[config.mk]
export PLATFORM = sky130hd
export DESIGN_NAME = operand_loader
export DESIGN_NICKNAME = d
export VERILOG_FILES = /design/src/rtl/operand_loader.sv
export SDC_FILE = /design/constraint.sdc
export NUM_CORES = 1
export LEC_CHECK = 0
export ABC_CLOCK_PERIOD_IN_PS = 1600
export CAP_MARGIN = 20
export CORE_MARGIN = 4
export CORE_UTILIZATION = 30
export DETAILED_ROUTE_END_ITERATION = 7
export PLACE_DENSITY_LB_ADDON = 0.25
export SYNTH_ARGS = -nofsm -noshare
export SYNTH_HDL_FRONTEND = slang
export SYNTH_SLANG_ARGS = --single-unit
export TNS_END_PERCENT = 50
[constraint.sdc]
create_clock -name clk -period 1.6 [get_ports clk]
set_input_delay 0.48 -clock clk [delete_from_list [all_inputs] [get_ports clk]]
set_output_delay 0.48 -clock clk [all_outputs]
set_load 0.005 [all_outputs]
[src/rtl/operand_loader.sv]
// Operand entry front-end: debounced enter/cancel buttons step A -> B -> opcode capture,
// then hold a/b/sel with op_valid until ack. Optional feature macro: CHAIN_RESULT_EN.
module operand_loader #(
    parameter int N               = 4,
    parameter int SEL_W           = 4,
    parameter int DEBOUNCE_CYCLES = 16
) (
    input  logic             clk,
    input  logic             rst,
    input  logic [N-1:0]     sw,
    input  logic             enter,
    input  logic             cancel,
    input  logic             ack,
    input  logic [N-1:0]     result,
    output logic [N-1:0]     a_out,
    output logic [N-1:0]     b_out,
    output logic [SEL_W-1:0] sel_out,
    output logic             op_valid,
    output logic [1:0]       state_out
);

    localparam int CNT_W = (DEBOUNCE_CYCLES > 2) ? $clog2(DEBOUNCE_CYCLES) : 1;
    localparam logic [CNT_W-1:0] CNT_MAX = CNT_W'(DEBOUNCE_CYCLES - 1);

    typedef enum logic [1:0] {
        S_A     = 2'b00,
        S_B     = 2'b01,
        S_OP    = 2'b10,
        S_ISSUE = 2'b11
    } state_t;

    logic [1:0] btn_raw;
    logic [1:0] btn_press;
    logic       enter_press;
    logic       cancel_press;

    assign btn_raw      = {cancel, enter};
    assign enter_press  = btn_press[0];
    assign cancel_press = btn_press[1];

    // Identical synchroniser + debouncer per button; press is a one-cycle pulse on accepted rise.
    genvar gi;
    generate
        for (gi = 0; gi < 2; gi++) begin : g_btn
            logic             sync1_reg;
            logic             sync2_reg;
            logic             level_reg;
            logic             press_reg;
            logic [CNT_W-1:0] cnt_reg;

            always_ff @(posedge clk or negedge rst) begin
                if (!rst) begin
                    sync1_reg <= 1'b0;
                    sync2_reg <= 1'b0;
                    level_reg <= 1'b0;
                    press_reg <= 1'b0;
                    cnt_reg   <= '0;
                end else begin
                    sync1_reg <= btn_raw[gi];
                    sync2_reg <= sync1_reg;
                    press_reg <= 1'b0;
                    if (sync2_reg == level_reg) begin
                        cnt_reg <= '0;
                    end else if (cnt_reg == CNT_MAX) begin
                        level_reg <= sync2_reg;
                        press_reg <= sync2_reg;
                        cnt_reg   <= '0;
                    end else begin
                        cnt_reg <= cnt_reg + 1'b1;
                    end
                end
            end

            assign btn_press[gi] = press_reg;
        end
    endgenerate

    // Opcode comes from the low switch bits; any bits beyond the switch bank read as zero.
    logic [SEL_W-1:0] sel_cap;
    generate
        for (gi = 0; gi < SEL_W; gi++) begin : g_sel
            if (gi < N) begin : g_sw
                assign sel_cap[gi] = sw[gi];
            end else begin : g_zero
                assign sel_cap[gi] = 1'b0;
            end
        end
    endgenerate

    state_t           state_reg, state_next;
    logic [N-1:0]     a_reg, a_next;
    logic [N-1:0]     b_reg, b_next;
    logic [SEL_W-1:0] sel_reg, sel_next;
    logic             op_valid_reg, op_valid_next;

    always_ff @(posedge clk or negedge rst) begin
        if (!rst) begin
            state_reg    <= S_A;
            a_reg        <= '0;
            b_reg        <= '0;
            sel_reg      <= '0;
            op_valid_reg <= 1'b0;
        end else begin
            state_reg    <= state_next;
            a_reg        <= a_next;
            b_reg        <= b_next;
            sel_reg      <= sel_next;
            op_valid_reg <= op_valid_next;
        end
    end

`ifndef CHAIN_RESULT_EN
    logic unused_result;
    assign unused_result = ^result;
`endif

    always_comb begin
        state_next = state_reg;
        a_next     = a_reg;
        b_next     = b_reg;
        sel_next   = sel_reg;
        if (cancel_press) begin
            // Cancel outranks enter and a coincident ack; the consumer still sees its transfer.
            state_next = S_A;
            a_next     = '0;
            b_next     = '0;
            sel_next   = '0;
        end else begin
            case (state_reg)
                S_A: begin
                    if (enter_press) begin
                        a_next     = sw;
                        state_next = S_B;
                    end
                end
                S_B: begin
                    if (enter_press) begin
                        b_next     = sw;
                        state_next = S_OP;
                    end
                end
                S_OP: begin
                    if (enter_press) begin
                        sel_next   = sel_cap;
                        state_next = S_ISSUE;
                    end
                end
                S_ISSUE: begin
                    if (op_valid_reg && ack) begin
`ifdef CHAIN_RESULT_EN
                        a_next     = result;
                        state_next = S_B;
`else
                        state_next = S_A;
`endif
                    end
                end
                default: state_next = S_A;
            endcase
        end
        op_valid_next = (state_next == S_ISSUE);
    end

    assign a_out     = a_reg;
    assign b_out     = b_reg;
    assign sel_out   = sel_reg;
    assign op_valid  = op_valid_reg;
    assign state_out = state_reg;

endmodule
==> flow_summary_export.csv <==
group,metric,value,unit
worst_setup_path,crit_start,"b_out[0]$_DFFE_PN0P_",
synthesis,syn_avg_cell_area,12.63,um2
synthesis,synth_xor_area_share,2.831,%
finish,multi_input_area,445.4,um2
route,drt_iter0_markers,63,
clock_network,htreeDepth,2,
worst_setup_path,regToRegStartpoint,"state_out[0]$_DFF_PN0_",
route,antenna_left,0,
worst_setup_path,critPathArrivalTime,0.94,ns
sta,fmax,0.7033,GHz
min_path,hp-class,"reg2reg",
worst_setup_path,required,1.12,ns
sta,rsz0062_at_grt,"false",
global_route,grt_util_all_layers,9.556,%
pwr,switching_share,22.51,%
die,core,0.004000,mm2
pwr,clock_power_share,41.8,%
min_path,hp-start,"g_btn[1].sync1_reg$_DFF_PN0_",
pwr,leakage,0.8185,nW
sta,hold_slack,0.3478,ns
die,die_w,72.23,um
route,wl_per_cell,12.18,um
run,maxCapViolations,0,
route,vias,842,
synthesis,synth_top_area_cell,"dfrtp_1",
synthesis,synthSimpleGateAreaFrac,15.17,%
placed_design,dp_hpwl,1573,um
placed_design,port_buffers,23,
clock_network,cts_tree,"built",
sta,hold_violations,0,
synthesis,syn_nets,113,
sta,fin_tns_setup,0,ns
clock_network,cts_made_buffers,5,
die,start_util,30.94,%
clock_network,root_buffer,"clkbuf_8",
sta,worst_pin_slew,0.4560,ns
placed_design,finalWeightedCongestion,0.7508,
status,status,"completed",
finish,diodes,0,
global_route,grt_start_max_net_pins,32,
synthesis,synthDistinctLibCells,23,
die,ioPinCount,28,
worst_setup_path,path_cells,"dlygate4sd2_1",
global_route,grt_first_pass_wirelength,3822,um
pwr,peakVddDrop,0.4486,mV
route,totalWireLength,2216,um
route,drtPass1Iterations,4,
finish,nNetsFinal,146,
worst_setup_path,start_kind,"flip-flop",
finish,fin_cells,182,
die,row_count,23,
sta,fin_crit_sh,88.87,%
route,drc,0,
sta,slew_headroom,69.60,%
synthesis,yosysSeqAreaShare,62.69,%
die,dieArea,0.005216,mm2
worst_setup_path,slowest_stage,"dfrtp_1",
placed_design,pre_cts_ws,0.1980,ns
finish,num-fill-cells,384,
synthesis,synth_compound_area_share,4.449,%
clock_network,cts.sinks,31,
synthesis,muxShareOfSynthArea,11.53,%
clock_network,clk_latency,0.28,ns
route,viasPerCell,4.626,
synthesis,netlist_area,0.001237,mm2
worst_setup_path,timing_worst_setup_path_type,"reg2out",
finish,drive_gt1_share,12.88,%
synthesis,synth_top_area_share,62.69,%
pwr,p_switching,0.4243,mW
pwr,p_int,1.460,mW
finish,regArea,775.7,um2
worst_setup_path,crit_fanout,2,
sta,setup_viol,0,
synthesis,synthCells,98,
pwr,power_frac_seq,45.7,%
global_route,grt_overflow,0,
sta,worst_slack,0.1781,ns
synthesis,synth_top_family_by_area,"simple AND/OR/NAND/NOR gates",
clock_network,clkTransAtPathRegs,0.07,ns
pwr,total_power,1.885,mW
synthesis,yosys_warnings,0,
clock_network,cts_buffer_depth,2,
synthesis,synth_fa_ha_area_share,2.022,%
worst_setup_path,cpPeakStageDelay,0.38,ns
die,fp.dieH,72.23,um
finish,largest_reg_flops,8,
sta,final_max_slew_viol_count,0,
pwr,combPwrFrac,12.5,%
global_route,grt_pass1_vias,833,
sta,finClkSkew,0.004463,ns
sta,fin_crit,1.422,ns
placed_design,dpl.cell_count,172,
worst_setup_path,cp_top_family,"flip-flops",
worst_setup_path,path_buf_inv,1,
worst_setup_path,crit_path_end_kind,"output pin",
pwr,powerDensity,1128,mW/mm2
global_route,antenna_found_initial,0,
synthesis,synth_seq_cells,31,
synthesis,synth_area_leaders,"dfrtp_1, mux2i_1, nor2_1",
finish,area_growth,34.98,%
routing by layer:
metal | wire (um) | share of wire [%] | track usage [%]
met1 | 943 | 43 | 11.21
met2 | 1064 | 48 | 14.76
met3 | 157 | 7.1 | 4.155
met4 | 51 | 2.3 | 5.010
met5 | 0 | 0 | 0
power groups by stage:
stage	Clock, mW	Combinational [mW]	Sequential, mW
final	0.788	0.236	0.861
after global placement	0	0.249	0.876
after CTS	0.817	0.239	0.862
after detailed placement	0	0.254	0.878
after global routing	0.852	0.262	0.868
after floorplan	0	0.101	0.886
synthesized netlist by cell type:
cell / instances
dfrtp_1: 31
nor2_1: 15
mux2i_1: 12
a21oi_1: 6
nor3b_1: 4
xnor2_1: 4
nand3_1: 3
ha_1: 2
inv_1: 2
mux2_2: 2
nand2_1: 2
nand4b_1: 2
nor2b_1: 2
o21ai_0: 2
a311oi_1: 1
a31oi_1: 1
buf_2: 1
clkbuf_1: 1
nand2b_1: 1
nand3b_1: 1
nand3b_2: 1
nor3_1: 1
nor3b_4: 1
kinds of logic (layout without fill, tap and decap cells):
group / count (synthesis) / in the layout
AO/OA/AOI/OAI: 10 / 10
XOR/XNOR: 4 / 4
adder cells (fa/ha/maj): 2 / 2
buffers and inverters: 4 / 38
flip-flops: 31 / 31
multiplexers: 14 / 14
AND/OR/NAND/NOR: 33 / 33
through the flow:
step / util, % / cell area (um2)
final: 41.76 / 1670
after global placement: 38.91 / 1556
after floorplan: - / 1237
after CTS: 41.76 / 1670
after detailed placement: 38.91 / 1556
after global routing: 41.76 / 1670
layout by cell type (no fill, tap or decap):
cell             Yosys  routed
nand3b_2             1       1
ha_1                 2       2
o21ai_0              2       2
nor3_1               1       1
clkbuf_8             0       6
nor3b_1              4       4
nor3b_4              1       1
dfrtp_1             31      31
mux2_2               2       2
nor2_1              15      15
a31oi_1              1       1
a311oi_1             1       1
xnor2_1              4       4
clkdlybuf4s50_1      0       8
a21oi_1              6       6
nand2b_1             1       1
nand2_1              2       2
clkinv_2             0       1
nand3_1              3       3
mux2i_1             12      12
buf_12               0       1
nor2b_1              2       2
bufinv_16            0       1
nand3b_1             1       1
nand4b_1             2       2
buf_4                0       4
inv_1                2       2
dlygate4sd2_1        0      15
what timing repair did:
action	in CTS	in global routing
gates resized for setup	15	0
hold buffers	0	0
setup endpoints to repair	15	0
buffers inserted	2	0
final timing paths:
check                                                 to  depth (start not counted)  slack (ns)
setup / recovery                                b_out[0]                          1        0.18
hold / removal              g_btn[1].sync2_reg$_DFF_PN0_                          0        0.35
setup reg to reg                    a_out[0]$_DFFE_PN0P_                          4        0.27
hold reg to reg             g_btn[1].sync2_reg$_DFF_PN0_                          0        0.35
max in group asynchronous  g_btn[1].cnt_reg[2]$_DFF_PN0_                          2        0.87
min in group asynchronous           b_out[2]$_DFFE_PN0P_                          2        0.56
final cells by class:
type                            instances  area share [%]
Multi-Input combinational cell         63           26.67
Tap cell                               50           3.745
Clock inverter                          2           2.097
Sequential cell                        31           46.44
Inverter                                2          0.4494
Timing Repair Buffer                   28           15.66
Clock buffer                            6           4.944
No activity file was read; power rests on OpenSTA's default activity.
